File: src/rtl/layer_neuron_mac_if.sv
`default_nettype none
// ============================================================================
// Module   : layer_neuron_mac_if
// Brief    : Operand, finalize and result handshake bundle for one neuron MAC.
//            The master side is the term counter plus the downstream layer.
//            The slave side is layer_neuron_mac.
// Revision : 1.0 - initial release
// ============================================================================
interface layer_neuron_mac_if #(
    parameter int DATA_W = 8
);
    logic                     ack;
    logic signed [DATA_W-1:0] x;
    logic signed [DATA_W-1:0] w;
    logic signed [DATA_W-1:0] bias;
    logic                     ack__mac;
    logic                     out_ack;
    logic                     ack__out;
    logic signed [DATA_W-1:0] y;
    logic                     busy;

    modport master (
        output ack, x, w, bias, ack__mac, out_ack,
        input  ack__out, y, busy
    );

    modport slave (
        input  ack, x, w, bias, ack__mac, out_ack,
        output ack__out, y, busy
    );
endinterface
`default_nettype wire

File: src/rtl/layer_neuron_mac.sv
`default_nettype none
// ============================================================================
// Module   : layer_neuron_mac
// Brief    : Signed multiply-accumulate for one fully-connected neuron.
//            Each ack accumulates x*w. A rising edge on ack__mac finalizes:
//            the bias is added, the sum is rescaled, and ReLU with
//            saturation is applied. The result is then held until out_ack.
//            All state changes on the falling clock edge.
// Revision : 1.0 - initial release
// ============================================================================
module layer_neuron_mac #(
    parameter int DATA_W = 8,
    parameter int FRAC_W = 4,
    parameter int ACC_W  = 24   // must be >= 2*DATA_W + 8
) (
    input  logic               clk,
    input  logic               rst,   // asynchronous, active low
    layer_neuron_mac_if.slave  bus
);

    localparam int PROD_W = 2 * DATA_W;

    // Largest positive output code, 2^(DATA_W-1)-1, at accumulator width.
    localparam logic signed [ACC_W-1:0] c_y_max =
        {{(ACC_W-DATA_W+1){1'b0}}, {(DATA_W-1){1'b1}}};

    typedef enum logic [1:0] {
        S_IDLE  = 2'd0,
        S_ACCUM = 2'd1,
        S_HOLD  = 2'd2
    } state_t;

    state_t                    r_state;
    logic signed [ACC_W-1:0]   r_acc;
    logic                      r_mac_d;
    logic signed [DATA_W-1:0]  r_y;
    logic                      r_ack_out;
    logic                      r_busy;

    logic signed [PROD_W-1:0]  w_prod;
    logic signed [ACC_W-1:0]   w_prod_ext;
    logic signed [ACC_W-1:0]   w_term;
    logic signed [ACC_W-1:0]   w_bias_ext;
    logic signed [ACC_W-1:0]   w_sum;
    logic signed [ACC_W-1:0]   w_shift;
    logic signed [DATA_W-1:0]  w_y_sat;
    logic                      w_fin;

    // The product carries 2*FRAC_W fraction bits, and so does the accumulator.
    assign w_prod     = bus.x * bus.w;
    assign w_prod_ext = {{(ACC_W-PROD_W){w_prod[PROD_W-1]}}, w_prod};

    // The bias is aligned to 2*FRAC_W fraction bits before it is added.
    assign w_bias_ext = {{(ACC_W-DATA_W-FRAC_W){bus.bias[DATA_W-1]}},
                         bus.bias, {FRAC_W{1'b0}}};

    // A term that arrives on the finalizing edge still counts toward the sum.
    assign w_term  = bus.ack ? w_prod_ext : '0;
    assign w_sum   = r_acc + w_term + w_bias_ext;
    assign w_shift = w_sum >>> FRAC_W;

    // The ack__mac flag is sticky, so only its 0->1 transition finalizes.
    assign w_fin   = bus.ack__mac & ~r_mac_d;

    // ReLU at the bottom and saturation at the top of the output range.
    always_comb begin
        w_y_sat = '0;
        if (w_shift[ACC_W-1]) begin
            w_y_sat = '0;
        end else if (w_shift > c_y_max) begin
            w_y_sat = c_y_max[DATA_W-1:0];
        end else begin
            w_y_sat = w_shift[DATA_W-1:0];
        end
    end

    // Control FSM, accumulator and registered outputs, all on the falling edge.
    always_ff @(negedge clk or negedge rst) begin
        if (!rst) begin
            r_state   <= S_IDLE;
            r_acc     <= '0;
            r_mac_d   <= 1'b0;
            r_y       <= '0;
            r_ack_out <= 1'b0;
            r_busy    <= 1'b0;
        end else begin
            r_mac_d <= bus.ack__mac;
            case (r_state)
                S_IDLE: begin
                    if (w_fin) begin
                        r_y       <= w_y_sat;
                        r_ack_out <= 1'b1;
                        r_busy    <= 1'b1;
                        r_state   <= S_HOLD;
                    end else if (bus.ack) begin
                        r_acc     <= w_prod_ext;
                        r_busy    <= 1'b1;
                        r_state   <= S_ACCUM;
                    end
                end
                S_ACCUM: begin
                    if (w_fin) begin
                        r_y       <= w_y_sat;
                        r_ack_out <= 1'b1;
                        r_busy    <= 1'b1;
                        r_state   <= S_HOLD;
                    end else if (bus.ack) begin
                        r_acc     <= r_acc + w_prod_ext;
                    end
                end
                S_HOLD: begin
                    // New terms and finalize requests are ignored until consumed.
                    if (bus.out_ack) begin
                        r_ack_out <= 1'b0;
                        r_acc     <= '0;
                        r_busy    <= 1'b0;
                        r_state   <= S_IDLE;
                    end
                end
                default: begin
                    r_ack_out <= 1'b0;
                    r_busy    <= 1'b0;
                    r_state   <= S_IDLE;
                end
            endcase
        end
    end

    assign bus.y        = r_y;
    assign bus.ack__out = r_ack_out;
    assign bus.busy     = r_busy;

endmodule
`default_nettype wire

File: src/flat_wrapper.sv
// flat-port wrapper written by rule: the top's interface ports become plain ports
module layer_neuron_mac_flat 
#(
    parameter int DATA_W = 8,
    parameter int FRAC_W = 4,
    parameter int ACC_W  = 24                             
)
  (clk, rst, bus_ack, bus_x, bus_w, bus_bias, bus_ack__mac, bus_out_ack, bus_ack__out, bus_y, bus_busy);
  layer_neuron_mac_if #(.DATA_W(DATA_W)) bus_i ();
  input  logic clk;
  input  logic rst;
  input wire logic [$bits(bus_i.ack)-1:0] bus_ack;
  input wire logic [$bits(bus_i.x)-1:0] bus_x;
  input wire logic [$bits(bus_i.w)-1:0] bus_w;
  input wire logic [$bits(bus_i.bias)-1:0] bus_bias;
  input wire logic [$bits(bus_i.ack__mac)-1:0] bus_ack__mac;
  input wire logic [$bits(bus_i.out_ack)-1:0] bus_out_ack;
  output wire logic [$bits(bus_i.ack__out)-1:0] bus_ack__out;
  output wire logic [$bits(bus_i.y)-1:0] bus_y;
  output wire logic [$bits(bus_i.busy)-1:0] bus_busy;
  assign bus_i.ack = bus_ack;
  assign bus_i.x = bus_x;
  assign bus_i.w = bus_w;
  assign bus_i.bias = bus_bias;
  assign bus_i.ack__mac = bus_ack__mac;
  assign bus_i.out_ack = bus_out_ack;
  assign bus_ack__out = bus_i.ack__out;
  assign bus_y = bus_i.y;
  assign bus_busy = bus_i.busy;
  layer_neuron_mac #(.DATA_W(DATA_W), .FRAC_W(FRAC_W), .ACC_W(ACC_W)) u_core (.clk(clk), .rst(rst), .bus(bus_i));
endmodule
File: config.mk
export PLATFORM = sky130hd
export DESIGN_NAME = layer_neuron_mac_flat
export DESIGN_NICKNAME = d
export VERILOG_FILES = /design/src/rtl/layer_neuron_mac_if.sv /design/src/rtl/layer_neuron_mac.sv /design/src/flat_wrapper.sv
export SDC_FILE = /design/constraint.sdc
export NUM_CORES = 1
export LEC_CHECK = 0
export ABC_AREA = 1
export CAP_MARGIN = 30
export CELL_PAD_IN_SITES_DETAIL_PLACEMENT = 0
export CELL_PAD_IN_SITES_GLOBAL_PLACEMENT = 2
export CORE_MARGIN = 4
export CORE_UTILIZATION = 41
export CTS_BUF_LIST = sky130_fd_sc_hd__clkbuf_4
export CTS_CLUSTER_DIAMETER = 80
export CTS_CLUSTER_SIZE = 10
export DETAILED_ROUTE_END_ITERATION = 12
export DONT_BUFFER_PORTS = 1
export PLACE_DENSITY_LB_ADDON = 0.3
export SYNTH_ARGS = -nofsm -noshare
export SYNTH_HDL_FRONTEND = slang
export SYNTH_SLANG_ARGS = --single-unit
File: constraint.sdc
create_clock -name clk -period 5.5 [get_ports clk]
set_input_delay 0.55 -clock clk [delete_from_list [all_inputs] [get_ports clk]]
set_output_delay 0.55 -clock clk [all_outputs]
set_load 0.03 [all_outputs]
==> results.md <==
* Worst min-delay path category: reg2reg
* Worst R2R End: u_core.bus.y[0]$_DFFE_NN0P_
* Diodes inserted at 0
* Vias/cell at 4.86
* CTS Buf Count at 5
* ANT nets after route at 0
* TritonCTS clock tree: built
* Num rows at 49
* Critical Path AT at 6.28 ns
* Nets at 1489
* Largest net degree at the start of global routing at 38
* Slew margin rel. at 33.7%
* Root Buffer: clkbuf_4
* Clk sinks at 37
* Worst-Skew Late Latency at 0.35 ns
* Final hold vios at 0
* Final setup viols at 27
* Cell Area, Synth at 7610 sq um
* Final setup margin at -3.34 ns
* DR iter-0 viols at 286
* CTS Buffer Depth at 2
* WL/cell at 14.4 um
* Hold Crit Depth at 2
* Die X at 144 um
* Synth-to-Final Area Change at 41.9%
* DRC at 0
* Critical path endpoint: u_core.bus.y[0]$_DFFE_NN0P_
* Top-level port count at 39
* R2R setup slack at 2.47 ns
* Slowest stage cell, crit path: fa_1
* Ranking of synthesized cells by area: fa_1, nand2_1, inv_1
* Mapped Avg Cell Area at 6.61 sq um
* Total GRT Usage at 21.5%
* Kind of critical path: in2reg
* DIE HEIGHT at 144 um
* Syn Nets at 1335
* Total number of vias at 7464
* Crit path from: bus_w[7]
* WP depth at 35
* Post-Syn Instances at 1151
* WP buf/inv at 10
* Initial Util at 42.1%
* Die ar. at 20800 sq um
* Dpl hpwl at 18300 um
* Area of the core at 18100 sq um
* MaxCap Viol Count at 0
* Status: complete, but fails checks
* Share of post-route cells with drive strength above 1 at 36.5%
* Startpoint Class: input pin
* Yosys cell types at 39
* Post-CTS Hold Buffers at 0
* First-pass GRT wire length at 36200 um
* Number of synthesized register bits at 37
* Max-slew violation count at 0
* Vias in the first global route at 7285
* Unrepaired setup endpoints after global routing: yes
* Crit-path max FO at 8
* Yosys warning count at 0
* Clk slew on worst S/H paths at 0.09 ns
* RR Startpoint: u_core.r_acc[8]$_DFFE_NN0P_
* H-tree depth at 2
* DRT Pass-1 Iters at 5
* Antenna violations before repair at 0
* Grt ovf at 0
* Post-synth top area share at 19.7%
* FF-to-FF path depth at 18
* CP Capture Type: register
* # port buffers at 0
* Async set-reset flop share out of synthesis at 100%
* WP data required at 2.94 ns
* Final Routed Wirelength at 22100 um
* Worst Hold Margin at 0.526 ns
* EDFF count, synth at 0
* Failing checks: setup timing
* Synth area leader: fa_1
* Slew @ Worst Pin at 0.992 ns
* CP top delay family: adder cells
* Crit-path max cell delay at 0.54 ns
* Main synth FF type: dfrtn_1
* GP Congestion at 0.853
* Most frequent cell on the critical path: fa_1
* Sequential area share after synthesis at 12.2%
* Final clock skew at 0.0212 ns
layout make-up:
| class | instances | area (sq um) |
|---|---|---|
| flip-flops and latches | 37 | 926 |
| multi-input cells | 811 | 7020 |
| well taps | 229 | 287 |
| fillers | 1680 | 7280 |
| repair buffers | 169 | 1420 |
| clock buffers | 5 | 37.5 |
| inverters | 281 | 1080 |
| clock inverters | 3 | 22.5 |
cell usage in the layout, fill, tap and decap left out, drive strengths merged:
cell,instances
nor2,99
a21oi,78
nor3,6
o21bai,6
a22oi,8
clkinv,4
fa,75
nor4,1
a31oi,9
nand2,303
buf,169
o211ai,1
ha,80
clkinvlp,2
a21o,3
nand4,9
clkbuf,5
nand3,55
dfrtn,37
and3,2
inv,278
xnor2,9
a211oi,1
o32ai,1
o21ai,43
o22ai,2
xor2,11
or2,7
nand3b,2
cells by family after synthesis:
group	count (synthesis)	synth area share [%]
AO/OA/AOI/OAI	152	11.1
XOR/XNOR	20	2.30
adder cells (fa/ha/maj)	155	32.9
buffers and inverters	303	15.1
AND/OR/NAND/NOR	484	26.4
flip-flops	37	12.2
per-layer routing:
layer	up-vias	global-route usage [%]	part of all wire, %
met2	95	34.9	46
met1	3524	32.7	51
met4	0	2.90	1.1
met3	16	1.22	2.3
li1	3829	-	-
met5	-	0	0
worst min-delay path: stages, from the launching register on:
cell     delay (ns)
dfrtn_1        0.50
nand2_1        0.07
nand2_1        0.05
per-stage QoR:
| step | instance area, sq um | instances | utilization [%] | setup TNS [ns] | setup slack [ns] |
|---|---|---|---|---|---|
| 2_1_floorplan | 8220 | 1151 | - | -66.21 | -3.43 |
| 3_3_place_gp | 9330 | 1497 | 51.6 | -80.18 | -3.89 |
| 3_5_place_dp | 9330 | 1497 | 51.6 | -81.02 | -3.93 |
| 4_1_cts | 10100 | 1517 | 55.7 | -68.00 | -3.37 |
| 5_1_grt | 10800 | 1535 | 59.7 | -73.91 | -3.69 |
| 6_report | 10800 | 1535 | 59.7 | -67.67 | -3.34 |
cell usage after synthesis (all sizes together), types with 7 or more instances:
master,instances
a31oi,9
fa,75
ha,80
nand3,55
xor2,11
dfrtn,37
a21oi,78
nor2,99
inv,281
nand2,303
or2,7
a22oi,8
o21ai,43
clkbuf,17
nand4,9
xnor2,9
state kept, by name, summed over array words and instances, names as in the netlist:
name / count
u_core.r_acc: 24
u_core.r_mac_d: 1
u_core.bus.busy: 1
u_core.r_state: 2
u_core.bus.y: 8
u_core.bus.ack__out: 1
what timing repair did:
item,in CTS,in global routing
endpoints found under the hold margin,0,0
setup endpoints to repair,27,27
pin swaps,69,95
cloned,0,0
setup buffers,16,21
resized for setup,142,148
worst min-delay path by stage:
stage,start,end
6_report,u_core.r_acc[2]$_DFFE_NN0P_,u_core.r_acc[2]$_DFFE_NN0P_
5_1_grt,u_core.r_acc[2]$_DFFE_NN0P_,u_core.r_acc[2]$_DFFE_NN0P_
4_1_cts,u_core.r_acc[2]$_DFFE_NN0P_,u_core.r_acc[2]$_DFFE_NN0P_
3_5_place_dp,u_core.r_acc[2]$_DFFE_NN0P_,u_core.r_acc[2]$_DFFE_NN0P_
3_3_place_gp,u_core.r_acc[2]$_DFFE_NN0P_,u_core.r_acc[2]$_DFFE_NN0P_
2_1_floorplan,u_core.r_acc[2]$_DFFE_NN0P_,u_core.r_acc[2]$_DFFE_NN0P_
Power is not shown: default switching activity piles up to over one toggle a cycle in this logic, so the estimate is an artifact.
